### src/rtl/wb_pipe_stage.sv
`default_nettype none
// ============================================================================
// Module   : wb_pipe_stage
// Brief    : MEM->WB pipeline register with a skid buffer. in_ready comes
//            straight from a flop, so out_ready has no combinational path
//            to it. Also produces write-back data/enable and a retire counter.
// Revision : 1.0 - initial release
// ============================================================================
module wb_pipe_stage #(
  parameter int DATA_W  = 32,
  parameter int RADDR_W = 5,
  parameter int CNT_W   = 32
) (
  input  logic               clk,
  input  logic               rst,
  input  logic               flush,
  // upstream (MEM) side
  input  logic               in_valid,
  output logic               in_ready,
  input  logic               in_regw,
  input  logic               in_res_src,
  input  logic [DATA_W-1:0]  in_alu,
  input  logic [DATA_W-1:0]  in_mem,
  input  logic [RADDR_W-1:0] in_rd,
  // downstream (WB) side
  output logic               out_valid,
  input  logic               out_ready,
  output logic               out_regw,
  output logic               out_res_src,
  output logic [DATA_W-1:0]  out_alu,
  output logic [DATA_W-1:0]  out_mem,
  output logic [RADDR_W-1:0] out_rd,
  output logic [DATA_W-1:0]  wb_data,
  output logic               wb_we,
  output logic [CNT_W-1:0]   retire_cnt
);

  // main entry (drives out_*)
  logic               main_valid_q, main_valid_d;
  logic               main_regw_q, main_regw_d;
  logic               main_src_q, main_src_d;
  logic [DATA_W-1:0]  main_alu_q, main_alu_d;
  logic [DATA_W-1:0]  main_mem_q, main_mem_d;
  logic [RADDR_W-1:0] main_rd_q, main_rd_d;
  // skid entry (holds the one entry accepted while main is stalled)
  logic               skid_valid_q, skid_valid_d;
  logic               skid_regw_q, skid_regw_d;
  logic               skid_src_q, skid_src_d;
  logic [DATA_W-1:0]  skid_alu_q, skid_alu_d;
  logic [DATA_W-1:0]  skid_mem_q, skid_mem_d;
  logic [RADDR_W-1:0] skid_rd_q, skid_rd_d;
  logic [CNT_W-1:0]   retire_cnt_q, retire_cnt_d;

  logic accept;
  logic consume;

  // A flushed cycle still lets the downstream consume, but never accepts.
  assign in_ready = !skid_valid_q;
  assign accept   = in_valid & in_ready & !flush;
  assign consume  = main_valid_q & out_ready;

  assign out_valid   = main_valid_q;
  assign out_regw    = main_regw_q;
  assign out_res_src = main_src_q;
  assign out_alu     = main_alu_q;
  assign out_mem     = main_mem_q;
  assign out_rd      = main_rd_q;
  assign wb_data     = main_src_q ? main_mem_q : main_alu_q;
  assign wb_we       = consume & main_regw_q & (main_rd_q != '0);
  assign retire_cnt  = retire_cnt_q;

  // Next-state: route input/skid into main or skid, keeping acceptance order.
  always_comb begin
    main_valid_d = main_valid_q;
    main_regw_d  = main_regw_q;
    main_src_d   = main_src_q;
    main_alu_d   = main_alu_q;
    main_mem_d   = main_mem_q;
    main_rd_d    = main_rd_q;
    skid_valid_d = skid_valid_q;
    skid_regw_d  = skid_regw_q;
    skid_src_d   = skid_src_q;
    skid_alu_d   = skid_alu_q;
    skid_mem_d   = skid_mem_q;
    skid_rd_d    = skid_rd_q;
    retire_cnt_d = retire_cnt_q + CNT_W'(consume);

    if (flush) begin
      main_valid_d = 1'b0;
      skid_valid_d = 1'b0;
    end else if (consume) begin
      if (skid_valid_q) begin
        // skid was full, so in_ready was low and nothing is accepted now
        main_valid_d = 1'b1;
        main_regw_d  = skid_regw_q;
        main_src_d   = skid_src_q;
        main_alu_d   = skid_alu_q;
        main_mem_d   = skid_mem_q;
        main_rd_d    = skid_rd_q;
        skid_valid_d = 1'b0;
      end else if (accept) begin
        main_valid_d = 1'b1;
        main_regw_d  = in_regw;
        main_src_d   = in_res_src;
        main_alu_d   = in_alu;
        main_mem_d   = in_mem;
        main_rd_d    = in_rd;
      end else begin
        main_valid_d = 1'b0;
      end
    end else if (accept) begin
      if (main_valid_q) begin
        // main is stalled: park the new entry in the skid register
        skid_valid_d = 1'b1;
        skid_regw_d  = in_regw;
        skid_src_d   = in_res_src;
        skid_alu_d   = in_alu;
        skid_mem_d   = in_mem;
        skid_rd_d    = in_rd;
      end else begin
        main_valid_d = 1'b1;
        main_regw_d  = in_regw;
        main_src_d   = in_res_src;
        main_alu_d   = in_alu;
        main_mem_d   = in_mem;
        main_rd_d    = in_rd;
      end
    end
  end

  // State registers with asynchronous reset clearing valids, payload and count.
  always_ff @(posedge clk or posedge rst) begin
    if (rst) begin
      main_valid_q <= 1'b0;
      main_regw_q  <= 1'b0;
      main_src_q   <= 1'b0;
      main_alu_q   <= '0;
      main_mem_q   <= '0;
      main_rd_q    <= '0;
      skid_valid_q <= 1'b0;
      skid_regw_q  <= 1'b0;
      skid_src_q   <= 1'b0;
      skid_alu_q   <= '0;
      skid_mem_q   <= '0;
      skid_rd_q    <= '0;
      retire_cnt_q <= '0;
    end else begin
      main_valid_q <= main_valid_d;
      main_regw_q  <= main_regw_d;
      main_src_q   <= main_src_d;
      main_alu_q   <= main_alu_d;
      main_mem_q   <= main_mem_d;
      main_rd_q    <= main_rd_d;
      skid_valid_q <= skid_valid_d;
      skid_regw_q  <= skid_regw_d;
      skid_src_q   <= skid_src_d;
      skid_alu_q   <= skid_alu_d;
      skid_mem_q   <= skid_mem_d;
      skid_rd_q    <= skid_rd_d;
      retire_cnt_q <= retire_cnt_d;
    end
  end

endmodule
`default_nettype wire
### config.mk
export PLATFORM = sky130hd
export DESIGN_NAME = wb_pipe_stage
export DESIGN_NICKNAME = d
export VERILOG_FILES = /design/src/rtl/wb_pipe_stage.sv
export SDC_FILE = /design/constraint.sdc
export NUM_CORES = 1
export LEC_CHECK = 0
export ABC_AREA = 1
export CAP_MARGIN = 20
export CORE_ASPECT_RATIO = 0.7
export CORE_MARGIN = 2
export CORE_UTILIZATION = 25
export CTS_CLUSTER_SIZE = 20
export DETAILED_ROUTE_END_ITERATION = 6
export PLACE_DENSITY_LB_ADDON = 0.15
export SYNTH_ARGS = -nofsm -noshare
export SYNTH_HDL_FRONTEND = slang
export SYNTH_SLANG_ARGS = --single-unit
### constraint.sdc
create_clock -name clk -period 6.35 [get_ports clk]
set_clock_uncertainty 0.15 [all_clocks]
set_input_delay 1.5875 -clock clk [delete_from_list [all_inputs] [get_ports clk]]
set_output_delay 1.5875 -clock clk [all_outputs]
set_load 0.02 [all_outputs]
## After elaboration in Yosys (flattened, before gate mapping)

Index checks and enable logic that the tools add are counted.

| word-level totals | value |
|---|---|
| bits of input ports | 76 |
| flip-flop bits (word level) | 176 |
| word-level logic and storage cells | 67 |
| output and inout port bits | 138 |

| operators by class | value |
|---|---|
| equality and inequality tests | 1 |
| reductions and logical operators | 10 |
| bitwise logic cells | 7 |
| $add $sub $neg | 1 |
| multiplexer cells | 35 |

Operators by type and width:

| cell | number |
|---|---|
| 32-bit two-way mux | 11 |
| 32-bit by 1-bit adder with 32-bit output | 1 |
| 5-bit two-way mux | 5 |
| 1-bit two-way mux | 19 |
| 4-bit AND reduction | 2 |
| 3-bit nonzero test | 2 |
| 1-bit bitwise AND | 5 |
| 5-bit nonzero test | 1 |
| 2-bit nonzero test | 2 |
| 1-bit zero test | 2 |
| 2-bit by 1-bit != test with 1-bit output (second input constant) | 1 |
| 1-bit NOT | 2 |
| 2-bit AND reduction | 1 |

## Depth between registers and ports, before layout

| depth | value |
|---|---|
| word-level depth | 7 |
| gate-level depth with buffers | 10 |
| mapped depth without buffers | 10 |

## Least setup slack after synthesis

OpenSTA, ideal clock, no wires.

| timing | value |
|---|---|
| kind | input -> output |
| from | in out_ready |
| to | out wb_we |
| data required time | 4.612 ns |
| stages on the path | 4 |
| path slack | 2.646 ns |
| path buffers | 0 |
| arrival | 1.966 ns |
| cells stage by stage | nand2_2 > inv_2 > nand3_1 > inv_1 |

| on the way | value |
|---|---|
| word-level cells in the longest chain between the ends | 3 |

Ends and longest elaborated chain:

| item | RTL line | RTL |
|---|---|---|
| start, declared | 27 | `input logic out_ready,` |
| 1-bit bitwise AND | 60 | `assign consume = main_valid_q & out_ready;` |
| 1-bit bitwise AND (2 in a row) | 69 | `assign wb_we = consume & main_regw_q & (main_rd_q != '0);` |
| end, declared | 34 | `output logic wb_we,` |

Every way passes these cells.

## Worst setup path in the final report

Ends and elaborated chain as after synthesis.

==> flow_summary.yaml <==
run_status:
  status: "complete, no violations"
power:
  p_int_mw: 2.41
  p_comb_share_pct: 26.9
  swShare_pct: 32.3
  p_sw_mw: 1.15
  leakagePower_nw: 5.39
  power.ir.vdd_worst_mv: 0.186
  powerDensity_mw_per_mm2: 310
  p_total_mw: 3.56
  clkPwrFrac_pct: 30.4
  power_frac_seq_pct: 42.8
synth:
  synthArstFlopShare_pct: 100
  yosysWarnings: 0
  ys_top_cells_by_area: "dfrtp_1 (52%), nand2_1 (19%), o21ai_0 (7.2%), mux2_2 (4.2%), inv_1 (4.0%)"
  syn_avg_cell_area_um2: 8.06
  ys_seq_elements: 176
  synthCells: 1055
  synth_cell_types: 27
  synth_edf_count: 0
  synth_top_cell_by_area: "dfrtp_1"
  synthFlopType: "dfrtp_1"
  yosysSeqAreaShare_pct: 51.8
  synth_top_area_share_pct: 51.8
  synth.most_common_cell: "nand2_1"
  syn_nets: 1132
  ys_top_cells_by_count: "nand2_1 (439), dfrtp_1 (176), o21ai_0 (122)"
  syn_area_mm2: 0.00850
cells_and_area:
  layout.cells.non_filler: 1696
  area_growth_pct: 35.3
  finalInstanceArea_mm2: 0.0115
  multi_input_area_mm2: 0.00342
  seqCellArea_mm2: 0.00441
  nNetsFinal: 1322
  final_util_pct: 34.3
  drive_gt1_share_pct: 6.84
  fill_cells: 3505
sta:
  finalCritPeriodShare_pct: 76.8
  fmax_mhz: 205
  tightest_slew_ns: 0.991
  rsz0062_at_grt: "no"
  whs_ns: 0.336
  hold_violations: 0
  fin_ws_ns: 1.48
  fin_tns_setup_ns: 0
  fin_crit_ns: 4.87
  drv_slew: 0
  relSlewSlack_pct: 33.9
  finalSetupViolCount: 0
critical_path:
  cp_top_family: "buffers and inverters"
  r2r-start: "skid_valid_q"
  critPathMostFrequentCell: "clkdlybuf4s50_1"
  path_buf_inv: 4
  cp.required_ns: 4.61
  reg2reg_depth: 6
  worstPathCellList: "clkdlybuf4s50_1 > nand2_2 > inv_2 > nand3_1 > inv_1 > clkdlybuf4s50_1"
  regToRegSetupSlack_ns: 3.89
  critPathMaxFanout: 4
  regToRegEndpoint: "skid_mem_q[19]"
  slowest_delay_ns: 0.60
  crit_path_end_kind: "output port"
  cp-start-kind: "input port"
  arrival_ns: 3.14
  crit_type: "in -> out"
  critPathSlowestCell: "clkdlybuf4s50_1"
route:
  drcViolationCount: 0
  wire_per_inst_um: 14.9
  ant_nets: 0
  first_pass_iters: 4
  vias_per_cell: 4.20
  drtIter0Drc: 409
  num_vias: 7130
  drt-total-wl_um: 25300
clocking:
  cts_made_buffers: 17
  cts_max_path_buffers: 2
  clk_pin_slew_worst_paths_ns: 0.07
  holdBufCountCts: 0
  root_buffer: "clkbuf_16"
  htreeDepth: 4
  cts_setup_buffers: 0
  cts_tree: "yes"
  post_cts_resized: 0
  clock-sinks: 176
  clkLatencyLatePin_ns: 0.44
die:
  fp.dieArea_mm2: 0.0355
  core-area_mm2: 0.0335
  die_x_um: 224
  fp.dieH_um: 158
  num_rows: 56
  io_pins: 214
  start_util_pct: 25.4
placement:
  place_worst_setup_slack_ns: 1.47
  io_buffers: 213
  hpwlAfterDp_um: 16700
  gp_congestion: 0.789
  dp_cells: 1661
  placed_area_mm2: 0.0109
flow_run:
  maxCapViolCount: 0
global_routing:
  antenna_found_initial: 4
  grt_max_degree: 104
  grt_usage_pct: 14.8
  grt_overflow: 0
  grt_pass1_wl_um: 40200
  grt_pass1_vias: 6846
min_path:
  hold_class: "reg -> reg"
  hold_depth: 2
  whs_endpoint: "skid_mem_q[3]"
  hold_start: "skid_mem_q[3]"
## power groups by stage
stage / sequential [mW] / clock [mW] / combinational (mW)
CTS: 1.53 / 1.12 / 0.975
floorplan: 1.61 / 0 / 0.423
finish: 1.52 / 1.08 / 0.957
global route: 1.56 / 1.17 / 1.05
global placement: 1.54 / 0 / 0.961
detailed placement: 1.55 / 0 / 0.971
## flip-flops by register name (all words and copies together), names as in the netlist
name / count
skid_mem_q: 32
out_alu: 32
skid_valid_q: 1
skid_regw_q: 1
skid_alu_q: 32
out_mem: 32
out_regw: 1
skid_rd_q: 5
skid_src_q: 1
retire_cnt: 32
out_valid: 1
out_res_src: 1
out_rd: 5
## area by class of cell
class | instances | share of cell area (%)
multi-input cells | 738 | 29.7
inverters | 93 | 3.07
repair buffers | 219 | 19.0
clock buffers | 20 | 3.88
diodes | 3 | 0.0653
well taps | 435 | 4.73
flip-flops and latches | 176 | 38.3
clock inverters | 12 | 1.19
## worst max-delay path by stage
stage	start	to	slack [ns]	cells past startpoint
6_report	out_ready	wb_we	1.48	6
3_3_place_gp	out_ready	wb_we	1.48	6
5_1_grt	out_ready	wb_we	1.36	6
3_5_place_dp	out_ready	wb_we	1.47	6
4_1_cts	out_ready	wb_we	1.46	6
2_1_floorplan	rst	out_alu[0]	2.36	1
## metal layers
metal	wire [um]	track usage (%)
met5	11	0
met3	1530	5.00
met1	13200	21.6
met2	10300	20.8
met4	205	3.75
## cell usage in the layout (no fill, tap or decap)
cell type / instances
nand3b_1: 13
mux2_2: 32
nor2_4: 5
ha_1: 1
a31oi_1: 2
dfrtp_1: 175
clkbuf_16: 17
bufinv_16: 2
clkbuf_8: 1
xnor2_1: 6
dfrtp_2: 1
inv_6: 1
nand2_2: 2
a21oi_4: 1
inv_2: 2
nor3_1: 1
clkinv_2: 2
nand2_4: 3
clkinvlp_4: 4
diode_2: 3
a21oi_2: 1
clkbuf_1: 2
buf_12: 1
o21ai_1: 2
clkinv_4: 4
nand4_1: 1
nand2_1: 439
nor2_1: 72
clkdlybuf4s50_1: 213
o21ai_0: 122
a21oi_1: 21
inv_1: 90
nor2_2: 2
buf_4: 5
xor2_1: 8
nand3_1: 4
## worst reg2reg max path, cell delays in order, from the launching register on
cell,delay (ns)
dfrtp_1,0.40
inv_2,0.09
nand2_2,0.14
nor2_4,0.06
nand2_4,0.67
buf_4,0.65
o21ai_0,0.17
## cell families (layout without fill, tap and decap cells)
group                    count (synthesis)  count (layout)  synth area share (%)
flip-flops                             176             176                  51.8
AND/OR/NAND/NOR                        542             542                  25.4
XOR/XNOR                                14              14                  1.44
adder cells (fa/ha/maj)                  1               1                 0.147
other                                    0               3                     0
AO/OA/AOI/OAI                          149             149                  8.97
buffers and inverters                  141             344                  8.05
multiplexers                            32              32                  4.24
Note: power is estimated with default switching activity, not from simulation.
